===== config.mk =====
export PLATFORM = sky130hd
export DESIGN_NAME = e203_exu_flush_redirect_flat
export DESIGN_NICKNAME = d
export VERILOG_FILES = /design/src/rtl/e203_exu_flush_redirect_pkg.sv /design/src/rtl/e203_exu_flush_redirect_if.sv /design/src/rtl/e203_exu_flush_redirect.sv /design/src/flat_wrapper.sv
export SDC_FILE = /design/constraint.sdc
export NUM_CORES = 1
export LEC_CHECK = 0
export ABC_AREA = 0
export BUFFER_PORTS_ARGS = -buffer_cell sky130_fd_sc_hd__buf_2
export CAP_MARGIN = 20
export CORE_UTILIZATION = 50
export DETAILED_ROUTE_END_ITERATION = 7
export GPL_TIMING_DRIVEN = 0
export PLACE_DENSITY_LB_ADDON = 0.12
export SYNTH_ARGS = -nofsm -noshare
export SYNTH_HDL_FRONTEND = slang
export SYNTH_SLANG_ARGS = --single-unit

===== constraint.sdc =====
create_clock -name clk -period 6.15 [get_ports clk]
set_input_delay 0.3075 -clock clk [delete_from_list [all_inputs] [get_ports clk]]
set_output_delay 0.3075 -clock clk [all_outputs]
set_load 0.01 [all_outputs]

===== src/rtl/e203_exu_flush_redirect_pkg.sv =====
// Shared definitions for the EXU flush/redirect block: widths, flush sources and state encoding.
package e203_flush_pkg;

    localparam int PC_SIZE_DEF = 32;

    localparam logic FLUSH_SRC_BRCH = 1'b0;
    localparam logic FLUSH_SRC_EXCP = 1'b1;

    typedef enum logic {
        IDLE = 1'b0,
        PEND = 1'b1
    } flush_state_e;

endpackage


===== src/rtl/e203_exu_flush_redirect_if.sv =====
// Flush request/ack bundle between EXU commit logic, the redirect unit and the IFU.
interface e203_exu_flush_redirect_if #(
    parameter int PC_SIZE = e203_flush_pkg::PC_SIZE_DEF
) ();

    logic               brchmis_flush_req;
    logic [PC_SIZE-1:0] brchmis_flush_add_op1;
    logic [PC_SIZE-1:0] brchmis_flush_add_op2;
    logic               brchmis_flush_ack;

    logic               excpirq_flush_req;
    logic [PC_SIZE-1:0] excpirq_flush_add_op1;
    logic [PC_SIZE-1:0] excpirq_flush_add_op2;
    logic               excpirq_flush_ack;

    logic               pipe_flush_req;
    logic [PC_SIZE-1:0] pipe_flush_pc;
    logic               pipe_flush_src;
    logic               pipe_flush_ack;

    logic               flush_pend;

    // The redirect unit itself
    modport master (
        input  brchmis_flush_req, brchmis_flush_add_op1, brchmis_flush_add_op2,
        input  excpirq_flush_req, excpirq_flush_add_op1, excpirq_flush_add_op2,
        input  pipe_flush_ack,
        output brchmis_flush_ack, excpirq_flush_ack,
        output pipe_flush_req, pipe_flush_pc, pipe_flush_src, flush_pend
    );

    // Surrounding EXU commit logic and IFU
    modport slave (
        output brchmis_flush_req, brchmis_flush_add_op1, brchmis_flush_add_op2,
        output excpirq_flush_req, excpirq_flush_add_op1, excpirq_flush_add_op2,
        output pipe_flush_ack,
        input  brchmis_flush_ack, excpirq_flush_ack,
        input  pipe_flush_req, pipe_flush_pc, pipe_flush_src, flush_pend
    );

endinterface


===== src/rtl/e203_exu_flush_redirect.sv =====
// Arbitrates branch vs exception/IRQ flushes, computes the redirect PC and holds it
// towards the IFU until acknowledged.
module e203_exu_flush_redirect
    import e203_flush_pkg::*;
#(
    parameter int               PC_SIZE  = PC_SIZE_DEF,
    parameter logic [PC_SIZE-1:0] RESET_PC = '0
) (
    input  logic                        clk,
    input  logic                        rst,
    e203_exu_flush_redirect_if.master   flush_if
);

    flush_state_e       state_q, state_d;
    logic [PC_SIZE-1:0] pc_q, pc_d;
    logic               src_q, src_d;

    logic               can_accept;
    logic               excp_ack;
    logic               brch_ack;
    logic [PC_SIZE-1:0] add_op1;
    logic [PC_SIZE-1:0] add_op2;
    logic [PC_SIZE-1:0] add_sum;
    logic [PC_SIZE-1:0] target_pc;

    always_comb begin
        state_d   = state_q;
        pc_d      = pc_q;
        src_d     = src_q;

        // A new flush may be taken when idle, or when the IFU is consuming the held one
        can_accept = (state_q == IDLE) | ((state_q == PEND) & flush_if.pipe_flush_ack);
        excp_ack   = ~rst & can_accept & flush_if.excpirq_flush_req;
        brch_ack   = ~rst & can_accept & flush_if.brchmis_flush_req & ~flush_if.excpirq_flush_req;

        add_op1   = flush_if.excpirq_flush_req ? flush_if.excpirq_flush_add_op1
                                               : flush_if.brchmis_flush_add_op1;
        add_op2   = flush_if.excpirq_flush_req ? flush_if.excpirq_flush_add_op2
                                               : flush_if.brchmis_flush_add_op2;
        add_sum   = add_op1 + add_op2;
        target_pc = {add_sum[PC_SIZE-1:1], 1'b0};

        if ((state_q == PEND) && flush_if.pipe_flush_ack) begin
            state_d = IDLE;
        end
        if (excp_ack || brch_ack) begin
            state_d = PEND;
            pc_d    = target_pc;
            src_d   = excp_ack ? FLUSH_SRC_EXCP : FLUSH_SRC_BRCH;
        end
    end

    always_ff @(posedge clk) begin
        if (rst) begin
            state_q <= IDLE;
            pc_q    <= RESET_PC;
            src_q   <= FLUSH_SRC_BRCH;
        end else begin
            state_q <= state_d;
            pc_q    <= pc_d;
            src_q   <= src_d;
        end
    end

    assign flush_if.excpirq_flush_ack = excp_ack;
    assign flush_if.brchmis_flush_ack = brch_ack;
    assign flush_if.pipe_flush_req    = (state_q == PEND);
    assign flush_if.pipe_flush_pc     = pc_q;
    assign flush_if.pipe_flush_src    = src_q;
    assign flush_if.flush_pend        = ~rst & (state_q == PEND) & ~flush_if.pipe_flush_ack;

endmodule

===== src/flat_wrapper.sv =====
// flat-port wrapper written by rule: the top's interface ports become plain ports
module e203_exu_flush_redirect_flat import e203_flush_pkg::*;
#(
    parameter int               PC_SIZE  = PC_SIZE_DEF,
    parameter logic [PC_SIZE-1:0] RESET_PC = '0
)
  (clk, rst, flush_if_brchmis_flush_req, flush_if_brchmis_flush_add_op1, flush_if_brchmis_flush_add_op2, flush_if_excpirq_flush_req, flush_if_excpirq_flush_add_op1, flush_if_excpirq_flush_add_op2, flush_if_pipe_flush_ack, flush_if_brchmis_flush_ack, flush_if_excpirq_flush_ack, flush_if_pipe_flush_req, flush_if_pipe_flush_pc, flush_if_pipe_flush_src, flush_if_flush_pend);
  e203_exu_flush_redirect_if #(.PC_SIZE(PC_SIZE)) flush_if_i ();
  input  logic clk;
  input  logic rst;
  input wire logic [$bits(flush_if_i.brchmis_flush_req)-1:0] flush_if_brchmis_flush_req;
  input wire logic [$bits(flush_if_i.brchmis_flush_add_op1)-1:0] flush_if_brchmis_flush_add_op1;
  input wire logic [$bits(flush_if_i.brchmis_flush_add_op2)-1:0] flush_if_brchmis_flush_add_op2;
  input wire logic [$bits(flush_if_i.excpirq_flush_req)-1:0] flush_if_excpirq_flush_req;
  input wire logic [$bits(flush_if_i.excpirq_flush_add_op1)-1:0] flush_if_excpirq_flush_add_op1;
  input wire logic [$bits(flush_if_i.excpirq_flush_add_op2)-1:0] flush_if_excpirq_flush_add_op2;
  input wire logic [$bits(flush_if_i.pipe_flush_ack)-1:0] flush_if_pipe_flush_ack;
  output wire logic [$bits(flush_if_i.brchmis_flush_ack)-1:0] flush_if_brchmis_flush_ack;
  output wire logic [$bits(flush_if_i.excpirq_flush_ack)-1:0] flush_if_excpirq_flush_ack;
  output wire logic [$bits(flush_if_i.pipe_flush_req)-1:0] flush_if_pipe_flush_req;
  output wire logic [$bits(flush_if_i.pipe_flush_pc)-1:0] flush_if_pipe_flush_pc;
  output wire logic [$bits(flush_if_i.pipe_flush_src)-1:0] flush_if_pipe_flush_src;
  output wire logic [$bits(flush_if_i.flush_pend)-1:0] flush_if_flush_pend;
  assign flush_if_i.brchmis_flush_req = flush_if_brchmis_flush_req;
  assign flush_if_i.brchmis_flush_add_op1 = flush_if_brchmis_flush_add_op1;
  assign flush_if_i.brchmis_flush_add_op2 = flush_if_brchmis_flush_add_op2;
  assign flush_if_i.excpirq_flush_req = flush_if_excpirq_flush_req;
  assign flush_if_i.excpirq_flush_add_op1 = flush_if_excpirq_flush_add_op1;
  assign flush_if_i.excpirq_flush_add_op2 = flush_if_excpirq_flush_add_op2;
  assign flush_if_i.pipe_flush_ack = flush_if_pipe_flush_ack;
  assign flush_if_brchmis_flush_ack = flush_if_i.brchmis_flush_ack;
  assign flush_if_excpirq_flush_ack = flush_if_i.excpirq_flush_ack;
  assign flush_if_pipe_flush_req = flush_if_i.pipe_flush_req;
  assign flush_if_pipe_flush_pc = flush_if_i.pipe_flush_pc;
  assign flush_if_pipe_flush_src = flush_if_i.pipe_flush_src;
  assign flush_if_flush_pend = flush_if_i.flush_pend;
  e203_exu_flush_redirect #(.PC_SIZE(PC_SIZE), .RESET_PC(RESET_PC)) u_core (.clk(clk), .rst(rst), .flush_if(flush_if_i));
endmodule

==> results.ini, run 1 <==
[job]
max_cap_violations = 0

[synth]
synth_edf_count = 0
postSynthCellCount = 468
synth_top_area_share_pct = 18.46
ys.flop_type = dfxtp_1
synth_nets = 632
syn-cell-area_um2 = 3660
synth_seq_cells = 33
seq_area_frac_synth_pct = 18.05
yosys.area.top_type = mux2_2
yosys_warnings = 0
synth_commonest_cells = mux2_2, nand2_1, a21oi_1
synthArstFlopShare_pct = 0
ys_types = 56
synth.avg_cell_area_um2 = 7.820
synth_area_leaders = mux2_2, dfxtp_1, ha_1
yosysMostFrequentCell = mux2_2

[power_and_ir_drop]
ir_drop_v = 0.0001489
powerDensity_nw_per_um2 = 205.1
leakagePower_uw = 0.002241
totalPowerFinal_uw = 970.1

[grt]
global_route.usage.met1_pct = 35.89
grt_pass1_vias = 3825
use_met3_pct = 3.959
grtUsageTotal_pct = 27.68
globalRouteOverflowTotal = 0
grt-busiest-layer = met2
grt_max_degree = 13
antenna_found_initial = 0
grt_use_met2_pct = 47.30
grt_pass1_wl_um = 16860

[timing]
finalSetupViolCount = 0
rsz0062_at_grt = no
slew_violations = 0
fmax_mhz = 255.1
worst_slew_pin_slew_ps = 714.7
fin_worst_skew_ps = 2.695
fin_crit_ps = 3921
slew_headroom_pct = 52.35
hold_viol = 0
finalCritPeriodShare_pct = 63.75
setup_tns_ps = 0

[floorplan]
coreArea_um2 = 6944
dieArea_um2 = 7666
ios = 170
die_h_um = 87.56
start_util_pct = 52.70
fp-row-count = 30
die_w_um = 87.56

[setup_path]
crit_type = input pin to register
end_kind = register
arrival_ps = 4110
crit_required_ps = 6340
worst-path-max-fanout = 10
critPathLaunchType = input pin

[drt]
drt_iter0_drc = 200
viasPerCell = 5.650
drc = 0
vias = 4175
final_antenna_net_count = 0
dr.pass1.iters = 4
routed_wl_um = 10760
detail_route.wl_per_cell_um = 14.57

[final_layout]
nets = 806
drive_above_1_share_pct = 38.72
areaGrowthSynthToFinish_pct = 29.27
final_cell_area_um2 = 4731
multi_input_area_um2 = 2865
diodes = 0
nFillCells = 596
seq_area_um2 = 660.6

[placed_design]
dp_hpwl_um = 8874
place_area_um2 = 4616
gp_congestion = 0.8949
io_buffer_count = 167

[clock_tree]
ctsResizeCount = 0
numCtsBuffers = 5
cts_root_buffer = clkbuf_8
cts_setup_buffers = 0
cts_sinks = 33
cts_hold_buf = 0
cts_tree = yes
clk_latency_ps = 290
clock_path_buffers = 2
path_clk_slew_ps = 80
htree_num_levels = 2

[worst_hold_path]
hp-class = input pin to register

[outcome]
status = finished clean

worst paths after layout:
| check | from | endpoint | slack (ps) | depth (start not counted) |
|---|---|---|---|---|
| setup / recovery | flush_if_excpirq_flush_req | u_core.flush_if.pipe_flush_pc[29] | 2230 | 13 |
| hold / removal | flush_if_brchmis_flush_req | u_core.flush_if.pipe_flush_src | 360 | 4 |
| setup reg to reg | u_core.flush_if.pipe_flush_req | u_core.flush_if.pipe_flush_pc[11] | 4020 | 7 |
| hold reg to reg | u_core.flush_if.pipe_flush_pc[25] | u_core.flush_if.pipe_flush_pc[25] | 450 | 2 |
per-layer routing:
metal  part of all wire [%]  wire, µm  vias up
li1                       -         -     2072
met1                     46      4919     1919
met2                     47      5044      167
met3                    5.9       638       17
met4                    1.5       162        0
met5                      0         0        -
state kept, by name, summed over array words and instances (netlist names):
signal	count
u_core.flush_if.pipe_flush_pc	31
u_core.flush_if.pipe_flush_req	1
u_core.flush_if.pipe_flush_src	1
through the flow:
stage                     instances  utilization, %  hold slack, ps  setup slack [ps]
final                           739           68.13           355.7              2229
after global routing            739           68.13           364.8              1929
after CTS                       739           68.13           343.7              2267
after detailed placement        731           66.47           436.7              1969
after global placement          731           66.47           432.0              1956
after floorplan                 468               -           469.7              2887
worst max-delay path: stages:
cell	delay [ps]
buf_2	130
clkbuf_1	560
clkbuf_1	470
mux2_2	400
ha_1	280
clkbuf_2	170
nand4_1	140
or3_1	440
o21bai_1	240
a211oi_2	450
a31oi_1	230
mux2i_1	220
nor2_1	50
kinds of logic after synthesis:
logic type | count (synthesis) | share of synthesized area [%]
AO/OA/AOI/OAI | 130 | 22.60
XOR/XNOR | 25 | 5.983
adder cells (fa/ha/maj) | 31 | 10.80
buffers and inverters | 32 | 3.658
flip-flops | 33 | 18.05
multiplexers | 65 | 19.83
other | 1 | 0.1025
AND/OR/NAND/NOR | 151 | 18.97
cell usage in the layout (no fill, tap or decap), types with 10 or more instances in the layout:
master    synthesis  final
buf_2             3    170
mux2_2           60     60
nand2_1          56     56
a21oi_1          50     50
nor2_1           33     33
dfxtp_1          33     33
ha_1             30     30
o21ai_0          26     26
clkbuf_1         19     19
nand3_1          15     15
a21o_1           14     14
xor2_1           13     13
nor3_1           12     12
xnor2_1          12     12
nand4_1          10     10
cell type report:
type,count,area share (%)
Buffer,27,2.433
Clock buffer,5,1.455
Clock inverter,3,0.9786
Inverter,5,0.3967
Multi-Input combinational cell,403,60.57
Sequential cell,33,13.96
Tap cell,96,2.539
Timing Repair Buffer,167,17.67
power by group:
group	switching [µW]	leakage (µW)	total (µW)	internal [µW]
sequential	20.8	0.000273	270	250
clock	93.1	0.0000543	214	121
combinational	271	0.00191	485	214
total	385	0.00224	970	585
(Power assumes the default switching activity.)
==> run 2: changes to the inputs <==
- ABC_AREA: 0 -> 1
- clock period: 6.15 -> 3.9 ns (I/O delays scaled with it)
==> run 2 against run 1 <==
Effect of this change: routed wire length rose by 17%; first-iteration DRC count rose by 50%; power rose by 48%; critical path type unchanged; synthesized area rose by 11%; hold slack got worse by 110 ps; combinational power rose by 64%; largest cell class unchanged; sequential share of layout area fell by 1.0 points; clock power rose by 14%; highest routed layer unchanged; global-route usage rose by 2.0 points.
==> results.ini, run 2 <==
[outcome]
status = finished clean

[clock_tree]
clock_path_buffers = 2
numCtsBuffers = 5
htree_num_levels = 2
cts_hold_buf = 0
cts_sinks = 33
path_clk_slew_ps = 70
ctsResizeCount = 0
clk_latency_ps = 280
cts_root_buffer = clkbuf_8
cts_tree = yes
cts_setup_buffers = 0

[synth]
yosys_warnings = 0
synth_commonest_cells = nand2_1, nor2_1, inv_1
synth_area_leaders = nand2_1, dfxtp_1, ha_1
synth_top_area_share_pct = 29.76
seq_area_frac_synth_pct = 16.32
ys.flop_type = dfxtp_1
yosysMostFrequentCell = nand2_1
postSynthCellCount = 763
synth_edf_count = 0
syn-cell-area_um2 = 4049
synthArstFlopShare_pct = 0
synth_nets = 927
synth.avg_cell_area_um2 = 5.307
yosys.area.top_type = nand2_1
ys_types = 35
synth_seq_cells = 33

[drt]
routed_wl_um = 12650
viasPerCell = 5.097
dr.pass1.iters = 5
vias = 5301
drt_iter0_drc = 299
routed-wl-met3_um = 726
drt-met1-wl_um = 6020
drc = 0
maxUsedRoutingLayer = met4
detail_route.wl_per_cell_um = 12.16
final_antenna_net_count = 0
routed-wl-met2_um = 5785

[power_and_ir_drop]
leakagePower_uw = 0.003158
totalPowerFinal_uw = 1436
ir_drop_v = 0.0001398
powerDensity_nw_per_um2 = 281.8

[final_layout]
mostFrequentLayoutCells = nand2_1, buf_2, nor2_1
layout_commonest_cell = nand2_1
largest_register_ffs = 31
nets = 1101
diodes = 0
areaGrowthSynthToFinish_pct = 25.83
drive_above_1_share_pct = 20.79

[timing]
hold_viol = 0
slew_headroom_pct = 66.86
setup_tns_ps = 0
worst_slew_pin_slew_ps = 492.6
finalCritPeriodShare_pct = 61.06
holdWs_ps = 245.3
fin_crit_ps = 2382
fin_worst_skew_ps = 6.362
fmax_mhz = 419.9
rsz0062_at_grt = no
finalSetupViolCount = 0
slew_violations = 0

[setup_path]
worst-path-max-fanout = 10
path_cells = buf_2 -> inv_2 -> clkbuf_1 -> nand2_1 -> nand2_1 -> ha_1 -> a21oi_1 -> o21ai_0 -> a21oi_1 -> nand2_1 -> nand2_1 -> nand2_1 -> nand2_1 -> nand2_1 -> o21bai_1 -> inv_1
cpMostUsedCell = nand2_1
cp_top_family = buffers and inverters
end_kind = register
crit_required_ps = 4070
slowest_delay_ps = 370
path_buf_inv = 4
arrival_ps = 2560
r2r_setup_slack_ps = 2330
crit_path_top_delay_cell = clkbuf_1
critPathLaunchType = input pin
crit_type = input pin to register

[floorplan]
fp-row-count = 32
die_w_um = 91.99
coreArea_um2 = 7767
start_util_pct = 52.13
ios = 170
die_h_um = 91.99
dieArea_um2 = 8461

[grt]
grt_pass1_vias = 4597
antenna_found_initial = 0
grt_max_degree = 11
grt_pass1_wl_um = 20290
grtUsageTotal_pct = 29.67
globalRouteOverflowTotal = 0

[job]
max_cap_violations = 0

[worst_hold_path]
hp-class = input pin to register

[placed_design]
io_buffer_count = 167
gp_congestion = 0.9527
dp_hpwl_um = 10870

-- run 2: changes by cell type after synthesis, moves of 10 or more --
cell,delta
nor2_1,+65
a21o_1,-10
nand3_1,+28
inv_1,+74
nand2_1,+265
mux2_2,-60
-- run 2: worst reg2reg max path, cell delays in order (launching register included) --
cell     delay [ps]
dfxtp_1         310
nand2_1         120
nand3_1         170
inv_1           110
nor2_2           60
inv_2            90
buf_2           260
nand3_1         220
nand2_1         110
inv_1            40
-- run 2: cell families (layout without fill, tap and decap cells) --
| group | after synthesis | after routing | synth area share [%] |
|---|---|---|---|
| flip-flops | 33 | 33 | 16.32 |
| XOR/XNOR | 13 | 13 | 2.812 |
| AO/OA/AOI/OAI | 94 | 94 | 12.79 |
| AND/OR/NAND/NOR | 486 | 486 | 47.99 |
| buffers and inverters | 105 | 280 | 10.23 |
| other | 1 | 1 | 0.09262 |
| adder cells (fa/ha/maj) | 31 | 31 | 9.765 |
-- run 2: report_power, final --
| group | internal [µW] | leakage (µW) | switching (µW) |
|---|---|---|---|
| clock | 123 | 0.0000450 | 119 |
| sequential | 379 | 0.000274 | 19.7 |
| combinational | 296 | 0.00284 | 499 |
-- run 2: worst paths after layout --
path,end,from,depth (start not counted)
setup / recovery,u_core.flush_if.pipe_flush_pc[22],flush_if_excpirq_flush_req,16
hold / removal,u_core.flush_if.pipe_flush_pc[9],rst,4
setup reg to reg,u_core.flush_if.pipe_flush_pc[19],u_core.flush_if.pipe_flush_req,9
hold reg to reg,u_core.flush_if.pipe_flush_pc[1],u_core.flush_if.pipe_flush_pc[1],2
-- run 2: final cells by class --
cell class	count	area (µm²)
multi-input cells	625	2974
repair buffers	167	835.8
plain buffers	23	106.4
flip-flops and latches	33	660.6
clock buffers	6	72.57
inverters	82	307.8
fillers	767	2673
well taps	102	127.6
clock inverters	2	10.01
-- run 2: per-layer routing --
metal  vias to the layer above  GRT usage, %
met3                        12         1.575
met2                       197         51.55
met5                         -             0
met1                      2353         40.71
li1                       2739             -
met4                         0         5.469
-- run 2: metrics by stage --
step                instance area, µm²  utilization [%]  cells  setup WS [ps]
finish                            5095            65.59   1040           1518
global route                      5095            65.59   1040           1236
CTS                               5095            65.59   1040           1545
detailed placement                5012            64.53   1032           1260
global placement                  5012            64.53   1032           1304
floorplan                         4049                -    763           1779
